--- config.mk ---
export PLATFORM = sky130hd
export DESIGN_NAME = clint_responder
export DESIGN_NICKNAME = d
export VERILOG_FILES = /design/src/rtl/clint_responder.sv
export SDC_FILE = /design/constraint.sdc
export NUM_CORES = 1
export LEC_CHECK = 0
export CORE_MARGIN = 8
export CORE_UTILIZATION = 53
export DETAILED_ROUTE_END_ITERATION = 7
export PLACE_DENSITY = 0.86
export SLEW_MARGIN = 15
export SYNTH_ARGS = -nofsm -noshare
export SYNTH_HDL_FRONTEND = slang
export SYNTH_SLANG_ARGS = --single-unit
--- constraint.sdc ---
create_clock -name clk -period 4.9 [get_ports clk]
set_clock_uncertainty 0.15 [all_clocks]
set_input_delay 0.98 -clock clk [delete_from_list [all_inputs] [get_ports clk]]
set_output_delay 0.98 -clock clk [all_outputs]
set_load 0.01 [all_outputs]
--- src/rtl/clint_responder.sv ---
// rtl/clint_responder.sv - machine timer / software interrupt register block
//
// Ports:
//   clk          system clock, rising edge
//   rst          asynchronous active-high reset
//   ce_i         bus chip enable
//   we_i         1 = write, 0 = read
//   addr_i       byte address; [31:16] must equal BASE_HI, [15:2] pick the register
//   data_i       write data
//   data_o       combinational read data, zero when no read is selected
//   timer_irq_o  registered (mtime >= mtimecmp)
//   soft_irq_o   msip bit0

module clint_responder #(
   parameter int unsigned TICK_DIV = 1,
   parameter logic [15:0] BASE_HI  = 16'h0200
) (
   input  logic        clk,
   input  logic        rst,
   input  logic        ce_i,
   input  logic        we_i,
   input  logic [31:0] addr_i,
   input  logic [31:0] data_i,
   output logic [31:0] data_o,
   output logic        timer_irq_o,
   output logic        soft_irq_o
);

   // Word offsets (addr_i[15:2]) of the mapped registers.
   localparam logic [13:0] OFF_MSIP     = 14'h0000;  // 0x0000
   localparam logic [13:0] OFF_CMP_LO   = 14'h1000;  // 0x4000
   localparam logic [13:0] OFF_CMP_HI   = 14'h1001;  // 0x4004
   localparam logic [13:0] OFF_MTIME_LO = 14'h2FFE;  // 0xBFF8
   localparam logic [13:0] OFF_MTIME_HI = 14'h2FFF;  // 0xBFFC

   localparam logic [15:0] DIV_LAST = 16'(TICK_DIV - 1);

   logic [63:0] mtime;
   logic [63:0] mtimecmp;
   logic        msip;
   logic [15:0] div_cnt;
   logic        timer_irq;

   logic        sel;
   logic        wr;
   logic        rd;
   logic [13:0] off;
   logic        wr_msip;
   logic        wr_cmp_lo;
   logic        wr_cmp_hi;
   logic        wr_mtime_lo;
   logic        wr_mtime_hi;
   logic        tick;

   // Byte-lane bits carry no meaning for 32-bit registers.
   logic unused_addr_bits;
   assign unused_addr_bits = ^addr_i[1:0];

   assign sel = ce_i && (addr_i[31:16] == BASE_HI);
   assign wr  = sel && we_i;
   assign rd  = sel && !we_i;
   assign off = addr_i[15:2];

   assign wr_msip     = wr && (off == OFF_MSIP);
   assign wr_cmp_lo   = wr && (off == OFF_CMP_LO);
   assign wr_cmp_hi   = wr && (off == OFF_CMP_HI);
   assign wr_mtime_lo = wr && (off == OFF_MTIME_LO);
   assign wr_mtime_hi = wr && (off == OFF_MTIME_HI);

   assign tick = (div_cnt == DIV_LAST);

   // Divider restarts from zero whenever software rewrites mtime, so the next
   // increment always lands a full TICK_DIV cycles after the write.
   always_ff @(posedge clk or posedge rst) begin
      if (rst) begin
         div_cnt <= 16'd0;
      end else if (wr_mtime_lo || wr_mtime_hi) begin
         div_cnt <= 16'd0;
      end else if (tick) begin
         div_cnt <= 16'd0;
      end else begin
         div_cnt <= div_cnt + 16'd1;
      end
   end

   // A write to either half wins over a coincident tick: the written half
   // takes the bus value, the other half holds, no increment and no carry.
   always_ff @(posedge clk or posedge rst) begin
      if (rst) begin
         mtime <= 64'd0;
      end else if (wr_mtime_lo) begin
         mtime[31:0] <= data_i;
      end else if (wr_mtime_hi) begin
         mtime[63:32] <= data_i;
      end else if (tick) begin
         mtime <= mtime + 64'd1;
      end
   end

   always_ff @(posedge clk or posedge rst) begin
      if (rst) begin
         mtimecmp <= 64'hFFFF_FFFF_FFFF_FFFF;
      end else if (wr_cmp_lo) begin
         mtimecmp[31:0] <= data_i;
      end else if (wr_cmp_hi) begin
         mtimecmp[63:32] <= data_i;
      end
   end

   always_ff @(posedge clk or posedge rst) begin
      if (rst) begin
         msip <= 1'b0;
      end else if (wr_msip) begin
         msip <= data_i[0];
      end
   end

   // Level compare of the current register values; no sticky state.
   always_ff @(posedge clk or posedge rst) begin
      if (rst) begin
         timer_irq <= 1'b0;
      end else begin
         timer_irq <= (mtime >= mtimecmp);
      end
   end

   always_comb begin
      data_o = 32'h0;
      if (rd) begin
         case (off)
            OFF_MSIP:     data_o = {31'h0, msip};
            OFF_CMP_LO:   data_o = mtimecmp[31:0];
            OFF_CMP_HI:   data_o = mtimecmp[63:32];
            OFF_MTIME_LO: data_o = mtime[31:0];
            OFF_MTIME_HI: data_o = mtime[63:32];
            default:      data_o = 32'h0;
         endcase
      end
   end

   assign timer_irq_o = timer_irq;
   assign soft_irq_o  = msip;

endmodule
# [Word-level counts from Yosys, hierarchy flattened]
# Cells that the tools add are included.
[classes] n_reduce_logical=17 mux=8 mul=0 addsub=2 n_lt_le_gt_ge=1 eq_ne=6 bitwise_logic=2 shift=0 div_mod_pow=0
[ops] cell="case mux 32 bit (5 select lines)" count=1
[ops] cell="2-to-1 mux 32 bit" count=4
[ops] cell="adder 64 x 1 -> 64 bit, second input constant" count=1
[ops] cell=">= comparator 64 bit" count=1
[ops] cell="2-to-1 mux 64 bit" count=1
[ops] cell="2-to-1 mux 16 bit" count=2
[ops] cell="== test 14 x 13 -> 1 bit, second input constant" count=2
[ops] cell="== test 14 bit, second input constant" count=2
[ops] cell="adder 16 x 1 -> 16 bit, second input constant" count=1
[ops] cell="== test 16 x 10 -> 1 bit, second input constant" count=1
[ops] cell="zero test 16 bit" count=1
[ops] cell="zero test 14 bit" count=1
[ops] cell="logical AND 1 bit" count=8
[ops] cell="AND reduction 2 bit" count=3
[ops] cell="nonzero test 2 bit" count=2
[ops] cell="!= test 2 bit, second input constant" count=1
[ops] cell="inverter 1 bit" count=2
[ops] cell="zero test 1 bit" count=1
[ops] cell="logical OR 1 bit" count=1
[word_totals] input_bits=68 mem_bits_ro=0 output_inout_bits=34 mem_count=0 ram_bits=0 wordCells=43 register_bits=146 latch_bits=0

# [Longest topological paths before layout]
[depth] word_depth=6 ltp_mapped=10 ltp_nobuf=8

# [Worst setup path before layout]
# OpenSTA, ideal clock, no wires.
[synth_timing] kind="input to output" from="input port addr_i[9]" to="output port data_o[10]" path_buffers=2 stages=6 t_required_ns=3.770 setup_slack_ns=1.300 arrival_ns=2.470 cell_sequence="nand4_1 -> nor4_2 -> clkbuf_1 -> o211ai_1 -> clkbuf_1 -> nor2_1"
[synth_between] elab_chain_len=3 elab_cells_between_ends=7 cone_classes="eq/ne: 4; mux: 2; reduce/logical: 1"
[synth_lines] item="start: declaration" line="22" rtl="input logic [31:0] addr_i,"
[synth_lines] item="== test 14 bit, or another cell as far along" line="130" rtl="case (off)"
[synth_lines] item="case mux 32 bit (5 select lines) *" line="130"
[synth_lines] item="2-to-1 mux 32 bit *" line="129" rtl="if (rd) begin"
[synth_lines] item="end: declaration" line="24" rtl="output logic [31:0] data_o,"
# Mark *: on every way between the ends. The rest lies on a longest branch, timed or not.

# [Final worst setup path]
[layout_timing] from="input port addr_i[27]" to="output port data_o[19]"
[layout_between] elab_chain_len=4
[layout_lines] item="== test 16 x 10 -> 1 bit" line="59" rtl="assign sel = ce_i && (addr_i[31:16] == BASE_HI);"
[layout_lines] item="logical AND 1 bit" line="59"
[layout_lines] item="logical AND 1 bit" line="61" rtl="assign rd = sel && !we_i;"
[layout_lines] item="2-to-1 mux 32 bit" line="129"
# Every way passes these cells.

==> results by group <==
Status
  – Status: complete, no violations

Timing
  – Crit share post-route: 0.937
  – Setup TNS: 0 ns
  – Worst Max-Slew Pin Slew: 0.882 ns
  – Setup ws final: 0.311 ns
  – Fmax: between 200 and 250 MHz
  – Minimum clock period: 4.59 ns
  – Hold Fails Final Rpt: 0
  – Slew Limit Fails: 0
  – Slew headroom: 0.409
  – RSZ-0062 raised after global routing: no
  – Setup violators final: 0

Worst setup path
  – Critical-path cell list: clkdlybuf4s50_1 > nor4b_1 > nand4_1 > nor4_2 > o211ai_1 > buf_4 > nor2_1 > clkdlybuf4s50_1
  – Req. time, crit path: 3.77 ns
  – Worst setup SP type: input port
  – Worst setup EP type: output port
  – Reg2Reg Setup Slack: 1.52 ns
  – Cells on worst reg2reg path: 8
  – Slowest cell on the critical path: clkdlybuf4s50_1
  – Most frequent cell on the critical path: clkdlybuf4s50_1
  – Worst path buffer plus inverter count: 3
  – CP Data Arrival Time: 3.46 ns
  – Crit Path Category: input port to output port
  – Capturing point of the worst reg2reg path: mtime[57]
  – CP max stage delay: 0.55 ns
  – Crit path max-delay family: buffers and inverters
  – RR Startpoint: div_cnt[0]
  – CP Max Fanout: 16

Yosys
  – Share of flip-flops with an asynchronous set or reset: 1.00
  – Mapped Area: roughly 9900 um2
  – Syn_nets: 1,274
  – Adder-cell share of the synthesized area: 0.0848
  – Synth warn: 0
  – Yosys cell types: 61
  – Mean area per synthesized cell: 8.68 um2
  – Main combinational cell family by area after synthesis: simple AND/OR/NAND/NOR gates
  – Compound-gate portion of the synthesized area: 0.150
  – Mux share of post-synthesis cell area: 0.0415
  – Cell count after synthesis: 1,139
  – Sequential area share after synthesis: 0.378
  – Synth Flop Type: dfrtp_1
  – Xor/xnor share of the synthesized area: 0.0505
  – #FFs+latches synth: roughly 150
  – Post-synthesis simple-gate area fraction: 0.240
  – Number of synthesized flops with an enable pin: 0

Placed design
  – PortBufs: 99
  – Hpwl dp: 20.5 mm
  – GP Congestion: ~0.94
  – Pre-CTS setup slack: 0.255 ns

Hold path
  – Cells on Worst Hold Path: 2
  – WHS Endpoint: mtimecmp[59]
  – HP Class: flip-flop to flip-flop
  – Min-delay src: mtimecmp[59]

Finish
  – Seq. cell area: between 3000 and 4000 um2
  – Synth-to-layout area growth: 18.5%
  – Share of cells above drive strength 1: 0.143
  – # fillers: approximately 1,500
  – Net count, final: 1,356
  – Diodes inserted: 0
  – Multi-input gate area: 5630 um2

Global routing
  – Largest net degree at the start of global routing: 82
  – Gr usage total: 0.248
  – First-pass GRT wire length: 47.4 mm
  – Overflow after GRT: 0
  – Most used routing layer: met2
  – Vias in the first global route: just over 9,000
  – Met2 Track Usage GR: 0.403
  – Met1 Track Usage GR: 0.317
  – Antenna violations before repair: 0
  – Met3 Use GR: 0.0522

Floorplan
  – IO Count: 102
  – Die X: 153 um
  – Core Box Area: between 15,000 and 20,000 um2
  – Die height: 153 um
  – Placement row count: 50
  – Initial Util: 0.534
  – DIE AREA: 23,300 um2

Clock tree
  – Post-CTS setup buffers: 0
  – Post_cts resized: 0
  – Inserted Clock Buffers: 17
  – Clock latency on the worst-skew pair: 0.43 ns
  – H-Tree Depth: 4
  – CTS tree: done
  – Maximum clock insertion buffer count: 2
  – Cts hold-fix bufs: 0
  – Clk root buf: clkbuf_16
  – Clock sinks: 146
  – CTS clk-pin slew, worst paths: 0.06 ns

Routing
  – Drt first pass iters: 6
  – Via-to-Cell Ratio: 6.38
  – Via count: 9,371
  – Number of DRC markers in iteration 0: 1,163
  – Avg WL per Cell: 19.7 um
  – Post-Route WL: 28.9 mm
  – DRT antenna net count: 0
  – DRC Markers: 0

Pwr
  – Pleak: 5.00 nW
  – Pwr dens: 230 nW/um2
  – Power Total: between 0.002 and 0.003 W
  – Worst vdd ir: 0.246 mV

Job
  – Max Cap Violations: 0
[tightest hold or removal path: stages, from the launching register on]
cell and delay [ns]:
dfstp_2 0.37, inv_1 0.06, o21ai_0 0.08
[worst max path at each step]
stage                     startpoint  slack (ns)         end  depth (start not counted)
after CTS                 addr_i[27]        0.20  data_o[19]                          8
after floorplan            addr_i[9]        1.30  data_o[10]                          6
final                     addr_i[27]        0.31  data_o[19]                          8
after detailed placement  addr_i[27]        0.26  data_o[15]                          8
after global placement    addr_i[17]        0.30  data_o[16]                          8
after global routing      addr_i[27]        0.09  data_o[28]                          8
[cell usage after synthesis, drive strengths merged, types with 2 or more instances]
| cell type | number | area [um2] |
|---|---|---|
| nand2b | 4 | 25.0 |
| dfstp | 64 | 1680 |
| a31oi | 3 | 18.8 |
| o211ai | 5 | 37.5 |
| and4 | 8 | 70.1 |
| a311oi | 3 | 26.3 |
| nand2 | 132 | 498 |
| nand4 | 48 | 325 |
| or2 | 2 | 12.5 |
| o22ai | 2 | 12.5 |
| ha | 67 | 838 |
| a21o | 10 | 75.1 |
| o21ai | 82 | 410 |
| and2 | 8 | 50.1 |
| a41oi | 3 | 26.3 |
| or4 | 9 | 71.3 |
| a21oi | 63 | 315 |
| nor2 | 126 | 473 |
| dfrtp | 82 | 2050 |
| inv | 76 | 285 |
| and3 | 20 | 125 |
| buf | 21 | 124 |
| nor4 | 27 | 251 |
| clkbuf | 37 | 140 |
| o21a | 2 | 15.0 |
| a211oi | 7 | 52.6 |
| xnor2 | 32 | 280 |
| nor3b | 2 | 15.0 |
| a221oi | 4 | 35.0 |
| nor4b | 3 | 32.5 |
| o311a | 3 | 30.0 |
| a222oi | 31 | 310 |
| mux2 | 32 | 360 |
| xor2 | 25 | 219 |
| nand3 | 36 | 180 |
| a2111oi | 5 | 43.8 |
| mux2i | 5 | 50.1 |
| nor3 | 36 | 191 |
| o31ai | 2 | 15.0 |
| nand4b | 2 | 17.5 |
[per-layer routing]
layer  share of wire  wire length [um]
met2            0.47             13700
met3           0.091              2620
met5               0                 0
met4           0.029               832
met1            0.41             11800
[stage by stage]
step	std cells	utilization	cell area (um2)	hold slack [ns]
global route	1468	0.632	11700	0.383
finish	1468	0.632	11700	0.365
CTS	1468	0.632	11700	0.366
global placement	1436	0.599	11100	0.354
floorplan	1139	-	9890	0.335
detailed placement	1436	0.599	11100	0.356
[logic make-up (layout without fill, tap and decap cells)]
logic type | Yosys count | count (layout)
mux | 37 | 37
fa+ha+maj | 67 | 67
compound gates | 231 | 231
simple gates | 467 | 467
xor+xnor | 57 | 57
buf+inv | 134 | 229
flops | 146 | 146
[registers in the layout (all words and copies together), names as in the netlist]
register / flops
mtime: 64
div_cnt: 16
mtimecmp: 64
timer_irq_o: 1
soft_irq_o: 1
[layout make-up]
type	instances	area share
multi-input combinational	859	0.481
sequential	146	0.319
timing repair buffer	121	0.0994
clock buffer	18	0.0375
tap	234	0.0250
inverter	76	0.0247
clock inverter	14	0.0139
[report_power, final]
| group | switching (W) | internal [W] |
|---|---|---|
| Combinational | 0.0000685 | 0.0000648 |
| Clock | 0.000535 | 0.000810 |
| Sequential | 0.00000159 | 0.00121 |
| Total | 0.000605 | 0.00208 |
[placed cells by master (no fill, tap or decap), types with 32 or more instances in the layout]
cell type,n
a21oi_1,63
clkdlybuf4s50_1,98
dfrtp_1,82
dfstp_2,64
ha_1,67
inv_1,75
mux2_2,32
nand2_1,131
nand3_1,36
nand4_1,44
nor2_1,125
nor3_1,34
o21ai_0,82
xnor2_1,32
(Power assumes the default switching activity.)
